$ cat config.mk
export PLATFORM = sky130hd
export DESIGN_NAME = proc_sequencer_flat
export DESIGN_NICKNAME = d
export VERILOG_FILES = /design/src/rtl/proc_pkg.sv /design/src/rtl/proc_sequencer_if.sv /design/src/rtl/proc_decode.sv /design/src/rtl/proc_sequencer.sv /design/src/flat_wrapper.sv
export SDC_FILE = /design/constraint.sdc
export NUM_CORES = 1
export LEC_CHECK = 0
export ABC_AREA = 1
export BUFFER_PORTS_ARGS = -buffer_cell sky130_fd_sc_hd__buf_2
export CORE_UTILIZATION = 30
export CTS_CLUSTER_DIAMETER = 120
export DETAILED_ROUTE_END_ITERATION = 16
export PLACE_DENSITY = 0.61
export SYNTH_ARGS = -nofsm -noshare
export SYNTH_HDL_FRONTEND = slang
export SYNTH_SLANG_ARGS = --single-unit
$ cat constraint.sdc
create_clock -name clk -period 1.6 [get_ports clk]
set_input_delay 0 -clock clk [delete_from_list [all_inputs] [get_ports clk]]
set_output_delay 0 -clock clk [all_outputs]
set_load 0.005 [all_outputs]
$ cat src/rtl/proc_pkg.sv
// Shared definitions for the 4-bit-address processor: opcodes, instruction field positions,
// sequencer state encoding and instruction classes. Used by sequencer, datapath and ROM.
package proc_pkg;

    localparam int PC_W_DEF = 4;
    localparam int IW_DEF   = 16;

    localparam int OP_HI  = 15;
    localparam int OP_LO  = 12;
    localparam int RD_HI  = 11;
    localparam int RD_LO  = 9;
    localparam int RS_HI  = 8;
    localparam int RS_LO  = 6;
    localparam int IMM_HI = 3;
    localparam int IMM_LO = 0;

    localparam logic [3:0] OP_NOP  = 4'b0000;
    localparam logic [3:0] OP_ADDI = 4'b0001;
    localparam logic [3:0] OP_ADD  = 4'b0010;
    localparam logic [3:0] OP_HALT = 4'b1101;
    localparam logic [3:0] OP_JMP  = 4'b1110;
    localparam logic [3:0] OP_OUT  = 4'b1111;

    typedef enum logic [2:0] {
        ST_IDLE,
        ST_FETCH,
        ST_DECODE,
        ST_EXECUTE,
        ST_WRITEBACK,
        ST_HALT
    } state_t;

    typedef enum logic [2:0] {
        CL_NOP,
        CL_ALU,
        CL_OUT,
        CL_JMP,
        CL_HALT
    } iclass_t;

    function automatic logic [3:0] get_opcode(input logic [15:0] instr);
        return instr[OP_HI:OP_LO];
    endfunction

endpackage

$ cat src/rtl/proc_sequencer_if.sv
// Sequencer <-> ROM/datapath bundle. master = sequencer, slave = datapath/ROM side.
interface proc_sequencer_if #(
    parameter int PC_W = 4,
    parameter int IW   = 16
);
    // No valid/ready pair here: run is a level request sampled only in IDLE and at
    // instruction end, ex_busy is a stall honoured only in EXECUTE, and the strobes
    // alu_en/reg_we/out_en are single-owner pulses with no back-pressure.
    logic            run;
    logic            ex_busy;
    logic [PC_W-1:0] rom_addr;
    logic [IW-1:0]   rom_data;
    logic [IW-1:0]   ir;
    logic            alu_en;
    logic            reg_we;
    logic            out_en;
    logic            halted;
    logic            pc_wrap;

    modport master (
        input  run, ex_busy, rom_data,
        output rom_addr, ir, alu_en, reg_we, out_en, halted, pc_wrap
    );

    modport slave (
        output run, ex_busy, rom_data,
        input  rom_addr, ir, alu_en, reg_we, out_en, halted, pc_wrap
    );
endinterface

$ cat src/rtl/proc_decode.sv
// Combinational opcode -> instruction class decode; unknown opcodes behave as NOP.
module proc_decode
    import proc_pkg::*;
(
    input  logic [3:0] i_opcode,
    output iclass_t    o_class
);

    always_comb begin
        o_class = CL_NOP;
        case (i_opcode)
            OP_ADDI, OP_ADD: o_class = CL_ALU;
            OP_OUT:          o_class = CL_OUT;
            OP_JMP:          o_class = CL_JMP;
            OP_HALT:         o_class = CL_HALT;
            default:         o_class = CL_NOP;
        endcase
    end

endmodule

$ cat src/rtl/proc_sequencer.sv
// Fetch/decode/execute/writeback controller: owns the PC, latches ir, issues datapath strobes.
// Optional PROC_SEQ_SINGLE_STEP_EN adds a step input: one instruction per step rising edge.
module proc_sequencer
    import proc_pkg::*;
#(
    parameter int PC_W = PC_W_DEF,
    parameter int IW   = IW_DEF
) (
    input  logic              clk,
    input  logic              rst_n,
`ifdef PROC_SEQ_SINGLE_STEP_EN
    input  logic              step,
`endif
    proc_sequencer_if.master  bus,
    output state_t            o_dbg_state
);

    state_t          r_state;
    logic [PC_W-1:0] r_pc;
    logic [IW-1:0]   r_ir;
    iclass_t         r_class;
    logic            r_alu_en;
    logic            r_reg_we;
    logic            r_out_arm;
    logic            r_halted;
    logic            r_pc_wrap;

    iclass_t         w_class;
    logic            w_go_fetch;
    logic            w_continue;

    proc_decode u_decode (
        .i_opcode (get_opcode(r_ir)),
        .o_class  (w_class)
    );

`ifdef PROC_SEQ_SINGLE_STEP_EN
    logic r_step_d;
    logic r_step_rise;

    always_ff @(posedge clk or negedge rst_n) begin
        if (!rst_n) begin
            r_step_d    <= 1'b0;
            r_step_rise <= 1'b0;
        end else begin
            r_step_d    <= step;
            r_step_rise <= step & ~r_step_d;
        end
    end

    // Every instruction ends in IDLE; only a fresh step edge starts the next one.
    assign w_go_fetch = bus.run & r_step_rise;
    assign w_continue = 1'b0;
`else
    assign w_go_fetch = bus.run;
    assign w_continue = bus.run;
`endif

    always_ff @(posedge clk or negedge rst_n) begin
        if (!rst_n) begin
            r_state   <= ST_IDLE;
            r_pc      <= '0;
            r_ir      <= '0;
            r_class   <= CL_NOP;
            r_alu_en  <= 1'b0;
            r_reg_we  <= 1'b0;
            r_out_arm <= 1'b0;
            r_halted  <= 1'b0;
            r_pc_wrap <= 1'b0;
        end else begin
            r_reg_we  <= 1'b0;
            r_pc_wrap <= 1'b0;
            case (r_state)
                ST_IDLE: begin
                    if (w_go_fetch) r_state <= ST_FETCH;
                end
                ST_FETCH: begin
                    r_ir    <= bus.rom_data;
                    r_state <= ST_DECODE;
                end
                ST_DECODE: begin
                    r_class   <= w_class;
                    r_alu_en  <= (w_class == CL_ALU);
                    r_out_arm <= (w_class == CL_OUT);
                    r_state   <= ST_EXECUTE;
                end
                ST_EXECUTE: begin
                    if (!bus.ex_busy) begin
                        r_alu_en  <= 1'b0;
                        r_out_arm <= 1'b0;
                        case (r_class)
                            CL_HALT: begin
                                r_halted <= 1'b1;
                                r_state  <= ST_HALT;
                            end
                            CL_JMP: begin
                                r_pc    <= r_ir[PC_W-1:0];
                                r_state <= w_continue ? ST_FETCH : ST_IDLE;
                            end
                            default: begin
                                r_reg_we  <= (r_class == CL_ALU);
                                r_pc_wrap <= (r_pc == '1);
                                r_state   <= ST_WRITEBACK;
                            end
                        endcase
                    end
                end
                ST_WRITEBACK: begin
                    r_pc    <= r_pc + PC_W'(1);
                    r_state <= w_continue ? ST_FETCH : ST_IDLE;
                end
                ST_HALT: r_state <= ST_HALT;
                default: r_state <= ST_IDLE;
            endcase
        end
    end

    // out_en fires on the EXECUTE exit cycle, so it alone sees ex_busy combinationally.
    assign bus.out_en   = r_out_arm & ~bus.ex_busy;
    assign bus.rom_addr = r_pc;
    assign bus.ir       = r_ir;
    assign bus.alu_en   = r_alu_en;
    assign bus.reg_we   = r_reg_we;
    assign bus.halted   = r_halted;
    assign bus.pc_wrap  = r_pc_wrap;
    assign o_dbg_state  = r_state;

endmodule

$ cat src/flat_wrapper.sv
// flat-port wrapper written by rule: the top's interface ports become plain ports
module proc_sequencer_flat import proc_pkg::*;
#(
    parameter int PC_W = PC_W_DEF,
    parameter int IW   = IW_DEF
)
  (clk, rst_n, o_dbg_state, bus_run, bus_ex_busy, bus_rom_data, bus_rom_addr, bus_ir, bus_alu_en, bus_reg_we, bus_out_en, bus_halted, bus_pc_wrap);
  proc_sequencer_if #(.PC_W(PC_W), .IW(IW)) bus_i ();
  input  logic clk;
  input  logic rst_n;
  output state_t o_dbg_state;
  input wire logic [$bits(bus_i.run)-1:0] bus_run;
  input wire logic [$bits(bus_i.ex_busy)-1:0] bus_ex_busy;
  input wire logic [$bits(bus_i.rom_data)-1:0] bus_rom_data;
  output wire logic [$bits(bus_i.rom_addr)-1:0] bus_rom_addr;
  output wire logic [$bits(bus_i.ir)-1:0] bus_ir;
  output wire logic [$bits(bus_i.alu_en)-1:0] bus_alu_en;
  output wire logic [$bits(bus_i.reg_we)-1:0] bus_reg_we;
  output wire logic [$bits(bus_i.out_en)-1:0] bus_out_en;
  output wire logic [$bits(bus_i.halted)-1:0] bus_halted;
  output wire logic [$bits(bus_i.pc_wrap)-1:0] bus_pc_wrap;
  assign bus_i.run = bus_run;
  assign bus_i.ex_busy = bus_ex_busy;
  assign bus_i.rom_data = bus_rom_data;
  assign bus_rom_addr = bus_i.rom_addr;
  assign bus_ir = bus_i.ir;
  assign bus_alu_en = bus_i.alu_en;
  assign bus_reg_we = bus_i.reg_we;
  assign bus_out_en = bus_i.out_en;
  assign bus_halted = bus_i.halted;
  assign bus_pc_wrap = bus_i.pc_wrap;
  proc_sequencer #(.PC_W(PC_W), .IW(IW)) u_core (.clk(clk), .rst_n(rst_n), .bus(bus_i), .o_dbg_state(o_dbg_state));
endmodule
==> flow_summary.toml, run 1 <==
[timing]
finalCriticalPeriod_ps = 1380
setup_tns_ps = 0
fin_crit_sh_pct = 86.3
fmax_mhz = 724
setup_viol = 0
finalHoldViolations = 0
drv_slew = 0
worst_pin_slew_ps = 682
clock-skew-final_ps = 5.91
rsz0062_at_grt = "false"
relSlewSlack_pct = 54.5
hold_ws_ps = 70.9

[clock_tree]
h-tree-depth = 2
cts_tree = "yes"
cts-hold-fix-buffers = 17
clock_path_buffers = 2
clk_latency_ps = 280
cts.clk_slew.worst_paths_ps = 70
cts_setup_buffers = 0
clock-root-buffer = "clkbuf_8"
cts_buffers = 5
cts_resized = 0
cts_sinks = 31

[routing]
drt_pass1_iterations = 4
ant_nets = 0
vias = 1216
via_per_inst = 4.54
drc = 0
drt_wl_total_um = 3190
wl_per_cell_um = 11.9
drt-initial-drc-count = 77

[cells_and_area]
drive_above_1_share_pct = 36.1
fill_cells = 431
multiInputGateArea_sq_um = 604
area_growth_pct = 40.4
diodes = 0
layoutNonFillerInstCount = 268
nNetsFinal = 236
regArea_sq_um = 776

[critical_path]
crit_family = "flip-flops"
cp.required_ps = 1760
cp_data_arrival_time_ps = 1540
slowest_delay_ps = 420
cp-end-kind = "flip-flop"
crit_type = "flip-flop to flip-flop"
crit_cells = 3
r2r_cells = 3
crit_fanout = 18
cp_cell_sequence = "inv_1, nand3_4, mux2_4"
start_kind = "flip-flop"
cpMaxStageDelayCell = "dfrtp_1"
crit_buf_inv = 1

[global_routing]
first_global_vias = 1181
grt_pass1_wl_um = 5240
grt_usage_pct = 13.6
grt-ovfl-total = 0
antenna_found_initial = 0
grt_max_degree = 32

[floorplan]
dieWidth_um = 71.5
dieHeight_um = 71.5
row_count = 24
start_util_pct = 32.1
ioPinCount = 48
core-area_sq_mm = 0.00450
die-area_sq_mm = 0.00511

[yosys]
netlist_area_sq_mm = 0.00145
synth.avg_cell_area_sq_um = 10.1
syn_nets = 165
ys_ff_latch = 31
synth-warning-count = 0
synth-edff-count = 0
synth-async-reset-ratio_pct = 100
synth_cells = 144
synth_ff_type = "dfrtp_1"
synth_cell_types = 22
seq_area_frac_synth_pct = 53.6

[status]
status = "completed"

[place]
dp.cells = 243
gp_congestion = 0.755
hpwl_um = 2240
portBuffers = 47

[pwr]
power_leakage_nw = 1.06
power_density_mw_per_mm2 = 1930
peakVddDrop_mv = 1.04

[job]
max-cap-violations = 0

[hold_path]
hold_depth = 5
hold_class = "input port to flip-flop"
==> registers in the layout, summed over array words and instances (netlist names) <==
name,cells
u_core.bus.ir,16
u_core.bus.rom_addr,4
u_core.o_dbg_state,3
u_core.r_class,3
u_core.bus.alu_en,1
u_core.bus.halted,1
u_core.bus.pc_wrap,1
u_core.bus.reg_we,1
u_core.r_out_arm,1
==> routing by layer <==
metal / global-route usage [%] / wire length [um] / vias to the layer above
met5: 0 / 0 / -
met4: 7.19 / 54 / 0
met3: 3.52 / 162 / 6
met2: 24.0 / 1550 / 35
met1: 15.0 / 1420 / 565
li1: - / - / 610
==> worst paths after layout <==
check / start / slack (ps) / endpoint
max: u_core.o_dbg_state[1] / 220 / u_core.bus.ir[15]
min: bus_run / 70 / u_core.o_dbg_state[0]
max reg2reg: u_core.o_dbg_state[1] / 220 / u_core.bus.ir[15]
min reg2reg: u_core.bus.halted / 470 / u_core.bus.halted
max in group asynchronous: rst_n / 850 / u_core.bus.alu_en
min in group asynchronous: rst_n / 310 / u_core.r_class[0]
==> cell usage in the layout (no fill, tap or decap), drive strengths merged, types with 3 or more instances in the layout <==
| cell type | netlist | layout |
|---|---|---|
| o21ai | 6 | 6 |
| a21oi | 3 | 3 |
| dlygate4sd3 | 0 | 17 |
| clkbuf | 0 | 6 |
| inv | 15 | 15 |
| buf | 1 | 48 |
| nand2 | 38 | 38 |
| dfrtp | 31 | 31 |
| mux2 | 15 | 15 |
| nor2 | 12 | 12 |
| nand3 | 13 | 13 |
| nand4 | 4 | 4 |
==> layout make-up <==
type / count / area share [%]
clock inverters: 2 / 1.72
well taps: 52 / 3.20
multi-input cells: 97 / 29.7
repair buffers: 65 / 20.3
flip-flops and latches: 31 / 38.2
clock buffers: 6 / 4.06
inverters: 15 / 2.77
==> kinds of logic (layout without fill, tap and decap cells) <==
| group | after synthesis | after routing | synth area share (%) |
|---|---|---|---|
| and+or+nand+nor | 69 | 69 | 22.6 |
| DFF | 31 | 31 | 53.6 |
| buffers and inverters | 16 | 88 | 4.67 |
| muxes | 15 | 15 | 13.5 |
| AOI/OAI and AO/OA | 10 | 10 | 3.63 |
| xor gates and xnor gates | 2 | 2 | 1.21 |
| adders and majority gates | 1 | 1 | 0.864 |
==> cells in the mapped netlist (2+ instances only) <==
library cell | instances | share of area [%]
dfrtp_1 | 31 | 54
o21ai_0 | 6 | 2.1
mux2_4 | 7 | 7.3
nand2_1 | 36 | 9.3
a21oi_1 | 3 | 1.0
nand3_1 | 11 | 3.8
nor2_1 | 9 | 2.3
nor2_2 | 2 | 0.86
nand4_1 | 4 | 1.7
inv_1 | 15 | 3.9
nand2_2 | 2 | 0.86
mux2_2 | 8 | 6.2
==> stage by stage <==
step | setup WS (ps) | util [%] | area [sq um] | power (mW)
after global routing | 85.3 | 45.1 | 2030 | 4.27
after CTS | 200 | 45.1 | 2030 | 3.99
after floorplan | 305 | - | 1450 | 2.57
after global placement | 248 | 38.7 | 1740 | 3.12
final | 219 | 45.1 | 2030 | 3.93
after detailed placement | 214 | 38.7 | 1740 | 3.15
==> worst register-to-register path: stages (launching register included) <==
cell and delay (ps):
dfrtp_1 420, inv_1 180, nand3_4 280, mux2_4 380
==> report_power, final <==
group | switching, mW | internal, mW | leakage (nW) | total, mW
Sequential | 0.316 | 1.16 | 0.380 | 1.48
Clock | 0.288 | 0.503 | 0.0612 | 0.791
Combinational | 0.814 | 0.850 | 0.623 | 1.66
Total | 1.42 | 2.51 | 1.06 | 3.93
Power figures use the tool's default switching activity.
==> run 2, diff against run 1 <==
--- a/config.mk
+++ b/config.mk
@@ -7,10 +7,11 @@
 export LEC_CHECK = 0
 export ABC_AREA = 1
 export BUFFER_PORTS_ARGS = -buffer_cell sky130_fd_sc_hd__buf_2
-export CORE_UTILIZATION = 30
+export CORE_UTILIZATION = 35
 export CTS_CLUSTER_DIAMETER = 120
 export DETAILED_ROUTE_END_ITERATION = 16
-export PLACE_DENSITY = 0.61
+export HOLD_SLACK_MARGIN = 0.08
+export PLACE_DENSITY = 0.68
 export SYNTH_ARGS = -nofsm -noshare
 export SYNTH_HDL_FRONTEND = slang
 export SYNTH_SLANG_ARGS = --single-unit
==> run 2 against run 1 <==
Net effect: routed wire length shrank 7.0%; highest routed layer unchanged; maximum frequency is 2.3% higher; register-to-register slack gained 30 ps; critical path type unchanged; sequential share of layout area shrank 0.14 points; non-clock buffer count is 1 higher; flip-flop and latch count unchanged.
==> flow_summary.toml, run 2 (synthesis results as in run 1) <==
[cells_and_area]
regArea_sq_um = 776
area_growth_pct = 40.9
largest_reg_flops = 16
nNetsFinal = 237
fin_util_pct = 51.4
drive_above_1_share_pct = 35.9
layout_commonest_cell = "buf_2"
diodes = 0
final_cell_mix = "47 x buf_2, 36 x nand2_1, 31 x dfrtp_1"
fin_area_sq_mm = 0.00204
multiInputGateArea_sq_um = 604
fill_cells = 379

[timing]
rsz0062_at_grt = "false"
hold_ws_ps = 172
clock-skew-final_ps = 3.32
finalHoldViolations = 0
fin_crit_sh_pct = 84.4
worst_pin_slew_ps = 658
setup_viol = 0
fmax_mhz = 741
setup_tns_ps = 0
relSlewSlack_pct = 56.1
drv_slew = 0
finalCriticalPeriod_ps = 1350

[clock_tree]
cts_buffers = 5
cts_setup_buffers = 0
cts_resized = 0
clock_path_buffers = 2
cts_sinks = 31
cts.clk_slew.worst_paths_ps = 60
clock-root-buffer = "clkbuf_8"
cts-hold-fix-buffers = 18
clk_latency_ps = 280
cts_tree = "yes"
h-tree-depth = 2

[place]
portBuffers = 47
dpl-instance-area_sq_mm = 0.00174
gp_congestion = 0.936
hpwl_um = 2120

[global_routing]
grt_max_degree = 32
first_global_vias = 1102
grt_pass1_wl_um = 4840
grt_usage_pct = 15.2
antenna_found_initial = 0
grt-ovfl-total = 0

[critical_path]
cp-end-kind = "flip-flop"
cpMaxStageDelayCell = "dfrtp_1"
crit_family = "flip-flops"
crit_buf_inv = 1
start_kind = "flip-flop"
reg2reg_slack_ps = 250
cp_cell_sequence = "inv_1, nand3_4, mux2_4"
crit_type = "flip-flop to flip-flop"
crit_fanout = 18
cp.required_ps = 1770
cp_data_arrival_time_ps = 1520
slowest_delay_ps = 410

[routing]
wl_per_cell_um = 11.1
drt-initial-drc-count = 75
vias = 1207
drt_pass1_iterations = 4
ant_nets = 0
drt_wl_total_um = 2960
drc = 0
via_per_inst = 4.52

[floorplan]
dieWidth_um = 66.3
core-area_sq_mm = 0.00397
die-area_sq_mm = 0.00440
start_util_pct = 36.5
dieHeight_um = 66.3
ioPinCount = 48
row_count = 23

[status]
status = "completed"

[pwr]
power_density_mw_per_mm2 = 1920
power.total_mw = 3.91
peakVddDrop_mv = 0.825
power_leakage_nw = 1.07

[job]
max-cap-violations = 0

[hold_path]
hold_class = "input port to flip-flop"
run 2: cell count changes in the layout (fill, tap and decap cells not counted), sizes merged:
cell | before | now
dlygate4sd3 | 17 | 18
run 2: stage by stage:
step,cells,setup WS [ps]
2_1_floorplan,144,305
3_3_place_gp,241,271
3_5_place_dp,241,239
4_1_cts,267,235
5_1_grt,267,91.7
6_report,267,250
run 2: layout make-up:
cell class	instances	area share, %
flip-flops and latches	31	38.0
multi-input cells	97	29.6
well taps	50	3.07
repair buffers	66	20.7
inverters	15	2.76
clock buffers	6	4.05
clock inverters	2	1.72
run 2: path summary, 6_finish.rpt:
check                                 startpoint                    end  depth (start not counted)
min                                  bus_ex_busy      u_core.bus.reg_we                          4
max reg2reg                u_core.o_dbg_state[1]       u_core.bus.ir[5]                          3
min in group asynchronous                  rst_n      u_core.bus.reg_we                          2
min reg2reg                    u_core.r_class[2]      u_core.bus.reg_we                          1
max in group asynchronous                  rst_n  u_core.o_dbg_state[1]                          2
max                        u_core.o_dbg_state[1]       u_core.bus.ir[5]                          3
run 2: worst reg2reg max path: cells and delay by family (launching register included):
family	cells	cell delay [ps]
flip-flops	1	410
multiplexers	1	380
buffers and inverters	1	180
AND/OR/NAND/NOR	1	270
run 2: power breakdown:
group | internal (mW) | switching, mW | total (mW)
registers | 1.16 | 0.318 | 1.48
logic | 0.849 | 0.791 | 1.64
clock network | 0.503 | 0.286 | 0.789
total | 2.51 | 1.39 | 3.91
run 2: layer usage:
| metal | share of wire, % | GRT usage (%) | up-vias | routed length (um) |
|---|---|---|---|---|
| li1 | - | - | 618 | - |
| met1 | 45 | 18.9 | 537 | 1350 |
| met2 | 46 | 24.0 | 45 | 1370 |
| met3 | 5.9 | 3.62 | 7 | 174 |
| met4 | 2.3 | 8.78 | 0 | 67 |
| met5 | 0 | 0 | - | 0 |
